<file path="src/rtl/mult_pkg.sv">
// Shared state codes and shift-amount helper for the sequential multiplier core.
package mult_pkg;

   localparam int STATE_W = 3;

   // The state code is also the progress digit that the seven-segment display shows.
   typedef enum logic [STATE_W-1:0] {
      ST_IDLE = 3'd0,
      ST_LL   = 3'd1,
      ST_HL   = 3'd2,
      ST_LH   = 3'd3,
      ST_HH   = 3'd4,
      ST_DONE = 3'd5
   } state_t;

   // Weight of the partial product formed in each state: 0, H or 2H.
   function automatic int unsigned shift_for(input state_t st, input int unsigned h);
      case (st)
         ST_HL, ST_LH: return h;
         ST_HH:        return 2 * h;
         default:      return 0;
      endcase
   endfunction

endpackage

</file>
<file path="src/rtl/mult8x8_seq_core_mult4x4.sv">
// Combinational HxH -> 2H unsigned multiplier; the only multiplier in the core.
module mult4x4 #(
   parameter int H = 4
) (
   input  logic [H-1:0]   a,
   input  logic [H-1:0]   b,
   output logic [2*H-1:0] p
);

   assign p = a * b;

endmodule

</file>
<file path="src/rtl/mult8x8_seq_core.sv">
// Sequential unsigned multiplier: one half-by-half partial product per cycle, shift-added
// into the accumulator. Define MULT_ERR_EN to add a sticky error flag for starts while busy.
module mult8x8_seq_core
   import mult_pkg::*;
#(
   parameter int OPERAND_W = 8
) (
   input  logic                   clk,
   input  logic                   reset_n,
   input  logic                   start,
   input  logic [OPERAND_W-1:0]   dataa,
   input  logic [OPERAND_W-1:0]   datab,
   output logic [2*OPERAND_W-1:0] product,
   output logic                   done_flag,
   output logic [STATE_W-1:0]     state_out,
   output logic                   err
);

   localparam int unsigned H  = OPERAND_W / 2;
   localparam int          PW = 2 * OPERAND_W;

   state_t               state;
   logic [OPERAND_W-1:0] a_reg;
   logic [OPERAND_W-1:0] b_reg;
   logic [H-1:0]         mul_a;
   logic [H-1:0]         mul_b;
   logic [2*H-1:0]       pp;
   logic [PW-1:0]        pp_shift;

   // NOTE: every signal assigned in always_comb gets a default first, so no latch is inferred.
   always_comb begin
      mul_a = a_reg[H-1:0];
      mul_b = b_reg[H-1:0];
      case (state)
         ST_HL: mul_a = a_reg[OPERAND_W-1:H];
         ST_LH: mul_b = b_reg[OPERAND_W-1:H];
         ST_HH: begin
            mul_a = a_reg[OPERAND_W-1:H];
            mul_b = b_reg[OPERAND_W-1:H];
         end
         default: ;
      endcase
   end

   mult4x4 #(.H(H)) u_mult4x4 (
      .a (mul_a),
      .b (mul_b),
      .p (pp)
   );

   assign pp_shift = PW'(pp) << shift_for(state, H);

   // NOTE: sequential state uses non-blocking assignments so every register samples pre-edge values.
   always_ff @(posedge clk or negedge reset_n) begin
      if (!reset_n) begin
         state     <= ST_IDLE;
         product   <= '0;
         done_flag <= 1'b0;
         a_reg     <= '0;
         b_reg     <= '0;
      end else begin
         case (state)
            ST_IDLE, ST_DONE: begin
               if (start) begin
                  a_reg     <= dataa;
                  b_reg     <= datab;
                  product   <= '0;
                  done_flag <= 1'b0;
                  state     <= ST_LL;
               end
            end
            ST_LL: begin
               product <= product + pp_shift;
               state   <= ST_HL;
            end
            ST_HL: begin
               product <= product + pp_shift;
               state   <= ST_LH;
            end
            ST_LH: begin
               product <= product + pp_shift;
               state   <= ST_HH;
            end
            ST_HH: begin
               product   <= product + pp_shift;
               done_flag <= 1'b1;
               state     <= ST_DONE;
            end
            default: state <= ST_IDLE;
         endcase
      end
   end

   assign state_out = state;

`ifdef MULT_ERR_EN
   logic err_q;

   // Sticky until the next accepted start; never disturbs the running multiply.
   always_ff @(posedge clk or negedge reset_n) begin
      if (!reset_n) begin
         err_q <= 1'b0;
      end else if (start) begin
         if (state == ST_IDLE || state == ST_DONE)
            err_q <= 1'b0;
         else if (state inside {ST_LL, ST_HL, ST_LH, ST_HH})
            err_q <= 1'b1;
      end
   end

   assign err = err_q;
`else
   assign err = 1'b0;
`endif

endmodule

</file>
<file path="config.mk">
export PLATFORM = sky130hd
export DESIGN_NAME = mult8x8_seq_core
export DESIGN_NICKNAME = d
export VERILOG_FILES = /design/src/rtl/mult_pkg.sv /design/src/rtl/mult8x8_seq_core_mult4x4.sv /design/src/rtl/mult8x8_seq_core.sv
export SDC_FILE = /design/constraint.sdc
export NUM_CORES = 1
export LEC_CHECK = 0
export CAP_MARGIN = 10
export CORE_ASPECT_RATIO = 1.5
export CORE_MARGIN = 2
export CORE_UTILIZATION = 55
export DETAILED_ROUTE_END_ITERATION = 7
export PLACE_DENSITY_LB_ADDON = 0.05
export RECOVER_POWER = 25
export SYNTH_ARGS = -nofsm -noshare
export SYNTH_HDL_FRONTEND = slang
export SYNTH_HIERARCHICAL = 1
export SYNTH_SLANG_ARGS = --single-unit
export TNS_END_PERCENT = 20
</file>
<file path="constraint.sdc">
create_clock -name clk -period 12 [get_ports clk]
set_input_delay 3.6 -clock clk [delete_from_list [all_inputs] [get_ports clk]]
set_output_delay 3.6 -clock clk [all_outputs]
set_load 0.02 [all_outputs]
</file>
Word level (Yosys, flattened, before mapping)

Index checks and enable logic that the tools add are counted.

Add/subtract/negate cells: 1
$mul: 1
Equal/unequal tests: 6
Shift-type cells: 1
Muxes and demuxes: 9
Reduce and logical (&&, ||, !) cells: 11

Operator list:

| kind                                          | number |
|---|---|
| one-hot mux 16 bit (2 select lines)           | 1 |
| << shifter 8 x 32 -> 16 bit                   | 1 |
| adder 16 bit                                  | 1 |
| 2-to-1 mux 16 bit                             | 1 |
| one-hot mux 3 bit (5 select lines)            | 1 |
| multiplier 4 x 4 -> 8 bit                     | 1 |
| 2-to-1 mux 4 bit                              | 2 |
| one-hot mux 4 bit (2 select lines)            | 1 |
| OR reduction 2 bit                            | 4 |
| == test 3 x 2 -> 1 bit, second input constant | 2 |
| == test 3 bit, second input constant          | 2 |
| AND reduction 2 bit                           | 3 |
| nonzero test 2 bit                            | 2 |
| OR reduction 4 bit                            | 1 |
| == test 3 x 1 -> 1 bit, second input constant | 1 |
| zero test 3 bit                               | 1 |
| 2-to-1 mux 3 bit                              | 1 |
| != test 2 bit, second input constant          | 1 |
| one-hot mux 1 bit (2 select lines)            | 1 |
| 2-to-1 mux 1 bit                              | 1 |

Register bits after elaboration: 36
Input bits: 19
Output and inout bits: 21
Logic and storage cells: 34

Logic depth before layout (Yosys ltp)

Word-level depth: 7
Gate-level depth with buffers: 24
Depth with buffers taken out: 23

By module

The synthesis kept the hierarchy.

By module, submodules not included:

| module           | times used | cells an instance | area an instance (um^2) | sequential area each (um^2) |
|---|---|---|---|---|
| mult8x8_seq_core | 1          | 269               | 2462.4                  | 900.9 |
| mult4x4          | 1          | 51                | 464.2                   | 0.0 |

Worst setup path before layout

No wires, ideal clock.

Kind: register to register
Start point: register state[2], in the netlist state_out[2]
End point: register product[15]
Library setup time: 0.126 ns
Arrival: 5.263 ns
Required time: 11.874 ns
Path slack: 6.611 ns
Cell stages (with the launch flop): 24
Path buffers: 1
Period minus slack after synthesis: 5.389 ns
Cells stage by stage: dfrtp_1 > buf_6 > inv_2 > nand2_1 > a21oi_1 > mux2_1 > nand2_1 > fa_1 > inv_1 > fa_1 > ha_1 > a211oi_2 > nor3_1 > or3b_1 > o22ai_1 > nor2_1 > ha_1 > nand3_1 > nor2_2 > o31ai_2 > nand4b_1 > a21oi_1 > nor3b_1 > a221o_1

Longest elaborated chain between the ends: 7
Elaborated cells between the ends (all ways): 21
Those cells by class: add/sub (1); mul (1); eq/ne (6); shift (1); mux (4); reduce/logical (8)

Ends and longest elaborated chain:

| element                                                 | RTL line                       | text |
|---|---|---|
| from (decl)                                             | mult8x8_seq_core.sv:22         | `state_t state;` |
| from (signal assigned)                                  | mult8x8_seq_core.sv:56         | `state <= ST_IDLE;` |
| from (signal assigned)                                  | mult8x8_seq_core.sv:69         | `state <= ST_LL;` |
| from (signal assigned)                                  | mult8x8_seq_core.sv:74         | `state <= ST_HL;` |
| == test 3 bit or == test 3 x 2 -> 1 bit (tied branches) | mult8x8_seq_core.sv:34         | `case (state)` |
| OR reduction 2 bit (no line) (*)                        | -                              |  |
| 2-to-1 mux 4 bit (*)                                    | mult8x8_seq_core.sv:34         |  |
| net mul_a[0]                                            | mult8x8_seq_core.sv:25         | `logic [H-1:0] mul_a;` |
| multiplier 4 x 4 -> 8 bit (*)                           | mult8x8_seq_core_mult4x4.sv:10 | `assign p = a * b;` |
| net pp[7]                                               | mult8x8_seq_core.sv:27         | `logic [2*H-1:0] pp;` |
| << shifter 8 x 32 -> 16 bit (*)                         | mult8x8_seq_core.sv:51         | `assign pp_shift = PW'(pp) << shift_for(state, H);` |
| adder 16 bit (*)                                        | -                              |  |
| one-hot mux 16 bit (2 select lines) (*)                 | mult8x8_seq_core.sv:62         | `case (state)` |
| to (signal assigned)                                    | mult8x8_seq_core.sv:73         | `product <= product + pp_shift;` |
| to (signal assigned)                                    | mult8x8_seq_core.sv:77         | `product <= product + pp_shift;` |
| to (signal assigned)                                    | mult8x8_seq_core.sv:81         | `product <= product + pp_shift;` |
| to (decl)                                               | mult8x8_seq_core.sv:13         | `output logic [2*OPERAND_W-1:0] product,` |

Mark *: on every way through the listed nets, which the timed path passes. The rest lies on a longest branch.
A chain may end at the register's enable or synchronous reset.

Worst setup path in the final report

Start point: register state[1], in the netlist state_out[1]
End point: register product[15]

The elaborated chain is that of the path after synthesis.

==> qor.txt <==
outcome: finished, violations left
violations in the final reports: max-capacitance violations, max-slew violations
max reg flops: 16
most common cell after layout, fill and taps aside: nand2_1
vias per inst: 5.88
gr ovfl total: 0
DRT iter0 DRCs: 92
mean area per synthesized cell: 9.15 µm²
post-synthesis cell type with the largest combined area: dfrtp_1
area post-placement: 0.00333 mm²
vias in the first global route: 2498
number of clock sinks seen by CTS: 36
fill cell count: 484
quantity of hold-fixing buffers added after cts: 0
CTS tree: built
antenna diode count: 0
category of the worst setup path launch point: flop
clock latency reported for the late side of the worst-skew pair: 0.29 ns
vias after detailed routing: 2493
combined global-route utilization of all metal layers: 0.228
dpl ws: 5.82 ns
proportion of synthesized chip area in sequential cells: 0.308
required time of the critical path: 12.18 ns
wire length of the first global-routing pass: 10900 µm
worst-margin pin slew: 1.92 ns
Syn Inst Count: 320
worst setup path endpoint: product[15]
number of non-filler instances in the completed layout: 424
H-tree levels: 2
fin area: 0.00344 mm²
Critical Path End Type: flop
number of resized instances in the post-cts repair step: 0
aggregate routed wire length: 6370 µm
reg-to-reg critical path endpoint: product[15]
worst setup path category: reg2reg
area of the mapped netlist: 0.00293 mm²
start point of the critical path: state_out[1]
relative area change from synthesis to final layout: 17.6%
Die ar.: 0.00593 mm²
top cells by area, synth: dfrtp_1, ha_1, mux2_1
placed instance count: 416
Critical Path AT: 6.40 ns
routed wirelength normalized by instance count: 15.0 µm
Synth top area share: 0.308
Synth warnings: 6
aggregate negative setup slack: 0 ns
count of boundary I/O pins: 40
depth of the worst register-to-register path: 21
quantity of I/O buffers inserted on ports: 38
clk slew on worst S/H paths: 0.08 ns
post-route clock skew: 0.00772 ns
nets@finish: 406
number of antenna violations at the first check in global routing: 0
Post-DRT Antenna Nets: 0
commonest cells after routing, fill and taps aside: nand2_1, clkdlybuf4s50_1, dfrtp_1
setup slack of the critical path after layout: 5.77 ns
Clock Tree Root: clkbuf_8
initial core utilization: 0.571
router iterations before antenna repair: 4
DRC: 0
maximum count of clock buffers along a single path: 2
count of buffers added by post-CTS timing repair for setup: 0
Row Count: 32
largest net degree at the start of global routing: 37
predominant post-synthesis flop cell: dfrtp_1
chip width: 63.6 µm
final worst path period need: 6.23 ns
number of pins with negative max-slew slack in the final report: 37
share of synthesized flip-flops with an asynchronous set or reset: 1.00
launch point of the worst reg-to-reg path: state_out[1]
RSZ-0062 raised after global routing: no
Hold/Removal Path Class: reg2reg
peak clock frequency supported by timing: 161 MHz
final setup violation count: 0
die outline height: 93.3 µm
register-to-register path setup slack: 5.77 ns
max-capacitance violation count: 1
final hold violation count: 0
net count after synthesis: 371
Rel. slew slack: -0.282
DP Wirelength: 5060 µm
core area: 0.00512 mm²
Final Wtd Congestion: 0.873
ratio of cells with drive above 1 in the final layout: 0.0787
fraction of the cycle the final worst path needs: 0.519
largest driver fanout on the critical path: 26
count of cell types in the netlist: 55
number of buffers created by CTS: 5
number of flops mapped to enable cells by yosys: 0
count of state elements after synthesis: 36
-- cell families (layout without fill, tap and decap cells) --
family / count (synthesis) / in the layout / synth area share
mux: 20 / 20 / 0.0770
simple gates: 109 / 109 / 0.194
other cells: 1 / 1 / 0.00128
buf+inv: 22 / 58 / 0.0342
compound gates: 84 / 84 / 0.188
flops: 36 / 36 / 0.308
xor+xnor: 16 / 16 / 0.0479
fa+ha+maj: 32 / 32 / 0.150
-- worst min-delay path by stage --
| stage | slack (ns) | cells past startpoint | endpoint | startpoint |
|---|---|---|---|---|
| CTS | 0.49 | 1 | a_reg[1] | a_reg[1] |
| global placement | 0.46 | 1 | a_reg[2] | a_reg[2] |
| finish | 0.48 | 1 | a_reg[1] | a_reg[1] |
| detailed placement | 0.47 | 1 | a_reg[1] | a_reg[1] |
| global route | 0.52 | 1 | a_reg[1] | a_reg[1] |
| floorplan | 0.45 | 1 | a_reg[0] | a_reg[0] |
-- critical path, cell delays in order (launching register included) --
cell      delay, ns
dfrtp_1        0.83
nand2_1        0.37
a21oi_1        0.45
mux2_1         0.25
nand2_1        0.09
fa_1           0.55
inv_1          0.05
fa_1           0.53
ha_1           0.35
a211oi_2       0.25
nor3_1         0.09
or3b_1         0.46
o22ai_1        0.19
nor2_1         0.09
ha_1           0.38
nand3_1        0.19
nor2_1         0.17
o21ai_0        0.14
nand4b_1       0.15
a21oi_1        0.09
nand2b_1       0.15
a221o_1        0.31
-- Yosys cell counts, types with 9 or more instances --
library cell,instances
nand2_1,38
dfrtp_1,36
ha_1,27
a21oi_1,20
mux2_1,20
nor2_1,15
o21ai_1,15
and2_1,13
o21ai_0,12
inv_1,10
nand3_1,9
-- routing by layer --
layer  wire length [µm]  GRT usage  up-vias
met5                  0          0        -
met4                122     0.0815        0
met3                176     0.0301       12
met2               3700      0.458       53
met1               2370      0.234     1218
li1                   -          -     1210
-- metrics by stage --
step,hold WS [ns],util
after global placement,0.464,0.650
final,0.479,0.672
after CTS,0.486,0.672
after floorplan,0.450,-
after detailed placement,0.469,0.650
after global routing,0.516,0.672
-- layout make-up --
type                       count  area [µm²]  share of cell area
tap                           68        85.1              0.0247
inverter                      12        45.0              0.0131
timing repair buffer          38         374               0.109
clock inverter                 3        42.5              0.0124
multi-input combinational    262        1930               0.559
sequential                    36         901               0.262
clock buffer                   5        68.8              0.0200
Power is not shown: default switching activity piles up to over one toggle a cycle in this logic, so the estimate is an artifact.
